`config.mk`:
```
export PLATFORM = sky130hd
export DESIGN_NAME = nibble_result_reader
export DESIGN_NICKNAME = d
export VERILOG_FILES = /design/src/rtl/nibble_reader_pkg.sv /design/src/rtl/nibble_result_reader_pb_debounce.sv /design/src/rtl/nibble_result_reader.sv
export SDC_FILE = /design/constraint.sdc
export NUM_CORES = 1
export LEC_CHECK = 0
export ABC_AREA = 1
export BUFFER_PORTS_ARGS = -buffer_cell sky130_fd_sc_hd__buf_2
export CAP_MARGIN = 20
export CORE_MARGIN = 4
export CORE_UTILIZATION = 48
export DETAILED_ROUTE_END_ITERATION = 8
export GPL_ROUTABILITY_DRIVEN = 1
export GPL_TIMING_DRIVEN = 0
export PLACE_DENSITY_LB_ADDON = 0.15
export SYNTH_ARGS = -nofsm -noshare
export SYNTH_HDL_FRONTEND = slang
export SYNTH_SLANG_ARGS = --single-unit
```
`constraint.sdc`:
```
create_clock -name clk -period 0.9 [get_ports clk]
set_input_delay 0.18 -clock clk [delete_from_list [all_inputs] [get_ports clk]]
set_output_delay 0.18 -clock clk [all_outputs]
set_load 0.03 [all_outputs]
```
`src/rtl/nibble_reader_pkg.sv`:
```
// Shared constants, state encoding and sizing helper for the nibble result reader.
package nibble_reader_pkg;

  localparam int NIB_W = 4;

  typedef enum logic [0:0] {
    EMPTY = 1'b0,
    SHOW  = 1'b1
  } state_e;

  // Number of nibbles needed to hold {carry, sum} for a given sum width.
  function automatic int num_nib(input int width);
    return (width + NIB_W) / NIB_W;
  endfunction

endpackage

```
`src/rtl/nibble_result_reader_pb_debounce.sv`:
```
// Pushbutton conditioner: two-flop synchroniser, counting debouncer and
// rising-edge pulse generator.
module pb_debounce #(
  parameter int DEB_CYCLES = 4
) (
  input  logic clk,
  input  logic rst_n,
  input  logic pb_raw,
  output logic pulse
);

  localparam int CNT_W = (DEB_CYCLES > 1) ? $clog2(DEB_CYCLES) : 1;
  localparam logic [CNT_W-1:0] CNT_MAX = CNT_W'(DEB_CYCLES - 1);

  logic             sync1;
  logic             sync2;
  logic             level;
  logic [CNT_W-1:0] cnt;
  logic             differ;
  logic             accept;

  assign differ = (sync2 != level);
  assign accept = differ && (cnt == CNT_MAX);

  always_ff @(posedge clk or negedge rst_n) begin
    if (!rst_n) begin
      sync1 <= 1'b0;
      sync2 <= 1'b0;
    end else begin
      sync1 <= pb_raw;
      sync2 <= sync1;
    end
  end

  // A level is only accepted after DEB_CYCLES consecutive disagreeing samples;
  // any agreeing sample restarts the count, so short bounces are swallowed.
  always_ff @(posedge clk or negedge rst_n) begin
    if (!rst_n) begin
      level <= 1'b0;
      cnt   <= '0;
      pulse <= 1'b0;
    end else begin
      pulse <= accept && sync2;
      if (accept) begin
        level <= sync2;
        cnt   <= '0;
      end else if (differ) begin
        cnt <= cnt + 1'b1;
      end else begin
        cnt <= '0;
      end
    end
  end

endmodule

```
`src/rtl/nibble_result_reader.sv`:
```
// Result read-out: snapshots {cout_in, sum_in} on a capture press and shows it
// a nibble at a time on step presses. Define NIBBLE_READER_AUTOSCROLL_EN for auto-scroll.
module nibble_result_reader
  import nibble_reader_pkg::*;
#(
  parameter  int WIDTH         = 7,
  parameter  int DEB_CYCLES    = 4,
  parameter  int SCROLL_CYCLES = 8,
  localparam int NUM_NIB       = num_nib(WIDTH),
  localparam int IDX_W         = (NUM_NIB > 1) ? $clog2(NUM_NIB) : 1
) (
  input  logic             clk,
  input  logic             rst_n,
  input  logic             pb_cap,
  input  logic             pb_step,
  input  logic [WIDTH-1:0] sum_in,
  input  logic             cout_in,
  output logic [3:0]       nib_out,
  output logic [IDX_W-1:0] nib_idx,
  output logic             valid,
  output logic             stale
);

  localparam int SNAP_W = NIB_W * NUM_NIB;
  localparam logic [0:0] ST_EMPTY = EMPTY;
  localparam logic [0:0] ST_SHOW  = SHOW;

  logic                          cap_p;
  logic                          step_p;
  logic                          adv;
  logic [0:0]                    state;
  logic [NUM_NIB-1:0][NIB_W-1:0] snap;
  logic [IDX_W-1:0]              idx;
  logic [IDX_W-1:0]              idx_next;
  logic [SNAP_W-1:0]             live;

  pb_debounce #(.DEB_CYCLES(DEB_CYCLES)) u_cap_deb (
    .clk    (clk),
    .rst_n  (rst_n),
    .pb_raw (pb_cap),
    .pulse  (cap_p)
  );

  pb_debounce #(.DEB_CYCLES(DEB_CYCLES)) u_step_deb (
    .clk    (clk),
    .rst_n  (rst_n),
    .pb_raw (pb_step),
    .pulse  (step_p)
  );

  assign live     = SNAP_W'({cout_in, sum_in});
  assign idx_next = (idx == IDX_W'(NUM_NIB - 1)) ? '0 : idx + 1'b1;

`ifdef NIBBLE_READER_AUTOSCROLL_EN
  localparam int DW_W = (SCROLL_CYCLES > 1) ? $clog2(SCROLL_CYCLES) : 1;

  logic [DW_W-1:0] dwell;
  logic            expire;

  assign expire = (state == ST_SHOW) && (dwell == DW_W'(SCROLL_CYCLES - 1));
  assign adv    = step_p || expire;

  // Dwell restarts on any index change so a manual step gets a full dwell.
  always_ff @(posedge clk or negedge rst_n) begin
    if (!rst_n) begin
      dwell <= '0;
    end else if ((state != ST_SHOW) || cap_p || step_p || expire) begin
      dwell <= '0;
    end else begin
      dwell <= dwell + 1'b1;
    end
  end
`else
  assign adv = step_p;
`endif

  // Capture has priority over stepping when both pulses land together.
  always_ff @(posedge clk or negedge rst_n) begin
    if (!rst_n) begin
      state <= ST_EMPTY;
      snap  <= '0;
      idx   <= '0;
    end else if (cap_p) begin
      state <= ST_SHOW;
      snap  <= live;
      idx   <= '0;
    end else if ((state == ST_SHOW) && adv) begin
      idx <= idx_next;
    end
  end

  always_ff @(posedge clk or negedge rst_n) begin
    if (!rst_n) begin
      nib_out <= '0;
      nib_idx <= '0;
      valid   <= 1'b0;
      stale   <= 1'b0;
    end else begin
      nib_out <= snap[idx];
      nib_idx <= idx;
      valid   <= (state == ST_SHOW);
      stale   <= !cap_p && (state == ST_SHOW) && (live != snap);
    end
  end

endmodule

```
After elaboration in Yosys (flattened, before gate mapping)
Index checks and enable logic that the tools add are counted.

word-level totals
  bits in registers = 29
  output and inout bits = 7

cells by class
  add/subtract/negate cells = 3
  order comparisons = 1
  equal/unequal tests = 5
  muxes and demuxes = 9
  reduce and logical (&&, ||, !) cells = 9

operators with widths
  kind                                                 number
  two-way mux 2 bit                                    4
  two-way mux 4 bit                                    2
  inequality test 8 bit                                1
  logical AND 1 bit                                    7
  adder 2 x 1 -> 2 bit (second input constant)         2
  equality test 2 bit (second input constant)          2
  two-way mux 1 bit                                    3
  < comparator 1 x 2 -> 1 bit (second input constant)  1
  inequality test 1 bit                                2
  nonzero test 2 bit                                   1
  adder 1 bit (second input constant)                  1
  zero test 1 bit                                      1

Depth between registers and ports, before layout
  depth in word-level cells = 4
  depth in mapped cells = 7
  depth with buffers taken out = 7

Cells and area by module
A second synthesis with hierarchy kept.

unflattened totals
  cells, all modules = 138
  area total of the unflattened synthesis = 1,191.1 um2

by module, submodules not included
  module                times used  cells an instance  area each (um2)  sequential area each (um2)
  nibble_result_reader  1           98                 758.2            425.4
  pb_debounce           2           20                 216.5            150.1

Worst setup path before layout
No wires, ideal clock.

  path kind = flip-flop to flip-flop
  start = reg u_cap_deb.cnt[0]
  end = reg u_cap_deb.pulse
  library setup time = 0.120 ns
  arrival = 0.762 ns
  required time = 0.780 ns
  setup slack = 0.018 ns
  cell stages (with the launch flop) = 3
  path buffers = 0
  cells stage by stage = dfrtp_1 -> ha_1 -> and3_1

on the way
  word-level cells in the longest chain between the ends = 3

ends and longest elaborated chain
  element                 line                                    text
  start, declared         nibble_result_reader_pb_debounce.sv:18  logic [CNT_W-1:0] cnt;
  start signal, assigned  nibble_result_reader_pb_debounce.sv:48  cnt <= cnt + 1'b1;
  equality test 2 bit     nibble_result_reader_pb_debounce.sv:23  assign accept = differ && (cnt == CNT_MAX);
  logical AND 1 bit       nibble_result_reader_pb_debounce.sv:23
  logical AND 1 bit       nibble_result_reader_pb_debounce.sv:43  pulse <= accept && sync2;
  end signal, assigned    nibble_result_reader_pb_debounce.sv:43
  end, declared           nibble_result_reader_pb_debounce.sv:9   output logic pulse

No other way between the ends.
A chain may end at the register's enable or synchronous reset.

Worst setup path after layout
  start = reg nib_out[0]
  end = out nib_out[0]

RTL lines
  element                 line                        text
  start, declared         nibble_result_reader.sv:18  output logic [3:0] nib_out,
  start signal, assigned  nibble_result_reader.sv:99  nib_out <= snap[idx];

No word-level cell between the ends.

==> flow_summary_export.csv <==
group,metric,value,unit
critical_path,slowest_stage,"dfrtp_1",
critical_path,max_stage_delay,390,ps
yosys,syn_inst,126,
detailed_routing,dr.pass1.iters,4,
yosys,synth_compound_area_frac,0.06904,
critical_path,rrSetupSlack,-50,ps
grt,top_usage_layer,"met2",
detailed_routing,ant_nets,0,
yosys,syn-cell-area,0.001160,mm2
detailed_routing,drt_iter0_markers,8,
timing,slew_headroom,0.5816,
placement,gp_congestion,0.7060,
timing,setup_viol,9,
critical_path,worst-setup-path-type,"flop to primary output",
clock_tree,htreeDepth,2,
critical_path,startpoint_type,"flop",
timing,whs,-122.2,ps
grt,grt_pass1_wl,3.663,mm
yosys,synth_top_area_frac,0.6257,
grt,grt_util_all_layers,0.1468,
detailed_routing,avgViaCountPerCell,4.813,
detailed_routing,wl,2.155,mm
critical_path,endpoint_kind,"primary output",
cells_and_area,fillerInstances,186,
die,core-area,0.002255,mm2
clock_tree,cts_buffer_depth,2,
die,die_area,0.003267,mm2
power,p_leak,0.7938,nW
critical_path,crit_chain,"buf_6",
timing,clock-skew-final,1.952,ps
yosys,ys_seq_area_frac,0.6257,
yosys,syn_nets,140,
detailed_routing,via_count,900,
yosys,synth_most_common_cell,"nand2_1",
die,placementRows,17,
power,ir_worst_vdd,1.894,mV
timing,max_freq,0.9872,GHz
run_status,violations,"negative hold slack, negative setup slack",
die,pin_count,19,
die,fp.dieH,57.16,um
detailed_routing,drc_errors,0,
grt,antenna_found_initial,0,
clock_tree,tritoncts.num_buffers,5,
die,initial_core_util,0.5144,
timing,setup_tns,-788.3,ps
cells_and_area,diodes,0,
cells_and_area,drive_gt1_frac,0.3082,
timing,slew_viol_final,0,
placement,place.port_buffers,18,
critical_path,required,720,ps
grt,overflow,0,
yosys,syn_area_per_cell,9.205,um2
timing,layout_setup_ws,-113.0,ps
power,p_per_area,3364,mW/mm2
critical_path,cp.buffers_inverters,1,
power,power,5.206,mW
timing,rsz0062_at_grt,"true",
yosys,synth_fa_ha_area_frac,0.02157,
yosys,synthTopCellsByArea,"dfrtp_1 (63%), nand2_1 (14%), inv_1 (5.8%)",
yosys,synthDistinctLibCells,16,
yosys,async_flop_share,1.000,
clock_tree,cts.sinks,29,
timing,post-route-period-util,1.126,
yosys,ys_ff_latch,29,
yosys,synth_common_cells,"nand2_1 (43), dfrtp_1 (29), inv_1 (18)",
critical_path,cp_max_fo,1,
clock_tree,cts_hold_buffers,2,
yosys,synth_top_family_by_area,"simple AND/OR/NAND/NOR gates",
run,drv_cap,0,
clock_tree,clk_pin_slew_worst_paths,90,ps
cells_and_area,final_nets,172,
clock_tree,clock_latency,310,ps
yosys,ys_warn_count,0,
yosys,synthFlopType,"dfrtp_1",
grt,use_met3,0.05656,
critical_path,rr_worst_depth,7,
cells_and_area,stdcell_count,187,
worst_hold_path,hp-class,"input port to async pin",
placement,hpwl,1.375,mm
die,die_x,57.16,um
critical_path,rr_endpoint,"stale",
yosys,synth_mux_area_frac,0,
yosys,synth_edf_count,0,
timing,finalHoldViolCount,29,
grt,grt_use_met2,0.2447,
timing,worstMarginPinSlew,627.6,ps
critical_path,critPathTopFamily,"flip-flops",
yosys,synthSimpleGateAreaFrac,0.1931,
yosys,synth_xor_area_frac,0.01510,
critical_path,reg2reg_from,"snap[3]",
grt,grt_max_degree,30,
run_status,status,"finished, violations left",
critical_path,cp_data_arrival_time,830,ps
yosys,yosys.area.top_type,"dfrtp_1",
detailed_routing,wl_per_cell,11.52,um
clock_tree,tritoncts,"yes",
grt,use_met1,0.1737,
timing,period_needed,1013,ps
grt,grt_pass1_vias,877,
cells_and_area,area_growth_syn_to_layout,33.44,%
clock_tree,clockRootBuffer,"clkbuf_4",
placement,dp.cells,172,
==> layer usage <==
metal	up-vias	routed length (um)
li1	446	-
met1	429	909
met2	21	1095
met3	4	117
met4	0	31
met5	-	0
==> cell type report <==
class                   count  area [um2]  share of cell area
clock buffers               7       55.05             0.03557
multi-input cells          75       411.6              0.2660
clock inverters             1       30.03             0.01940
repair buffers             25       188.9              0.1221
flip-flops and latches     29       726.9              0.4697
well taps                  28       35.03             0.02264
inverters                  20       77.57             0.05012
plain buffers               2       22.52             0.01455
==> report_power, final <==
part | switching (mW) | internal, mW
sequential | 0.350 | 1.82
combinational | 1.06 | 0.886
clock | 0.423 | 0.663
==> cells in the final DEF (no fill, tap or decap), types with 2 or more instances in the layout <==
cell and count:
o21ai_1 6, nand2_1 43, dfrtp_1 28, buf_4 4
dlygate4sd3_1 2, ha_4 2, buf_2 12, o21ai_0 8
nor2_2 2, buf_6 9, clkbuf_4 5, inv_1 14
nor2_1 4, nor3b_2 2, inv_2 5
==> worst max path at each step <==
stage,from,to,cells past startpoint
detailed placement,snap[7],stale,7
global placement,snap[7],stale,7
global route,nib_out[0],nib_out[0],1
floorplan,u_cap_deb.cnt[0],u_cap_deb.pulse,2
finish,nib_out[0],nib_out[0],1
CTS,nib_out[0],nib_out[0],1
==> through the flow <==
step	hold slack, ps	worst slack [ps]	area [um2]	util
2_1_floorplan	-115.6	18.14	1160	-
4_1_cts	-106.3	-134.1	1495	0.6632
3_3_place_gp	235.2	-41.73	1285	0.5699
3_5_place_dp	239.1	-51.03	1285	0.5699
6_report	-122.2	-113.0	1548	0.6865
5_1_grt	-91.72	-170.2	1548	0.6865
==> registers in the layout, summed over array words and instances, names as in the netlist, 2 cells and up <==
name            count
snap                8
u_cap_deb.cnt       2
u_step_deb.cnt      2
nib_out             4
==> cell families (layout without fill, tap and decap cells) <==
group | count (synthesis) | after routing
DFF | 29 | 29
xor gates and xnor gates | 2 | 2
and+or+nand+nor | 55 | 55
AOI/OAI and AO/OA | 16 | 16
buffers and inverters | 22 | 55
adders and majority gates | 2 | 2
==> what timing repair did <==
action                                  in CTS  in global routing
pin swaps                                    4                  7
endpoints found under the hold margin       31                 29
gates cloned                                 0                  1
gates resized for setup                     22                 16
setup buffers                                3                  1
endpoints found under the setup margin      25                 18
Note: power is estimated with default switching activity, not from simulation.
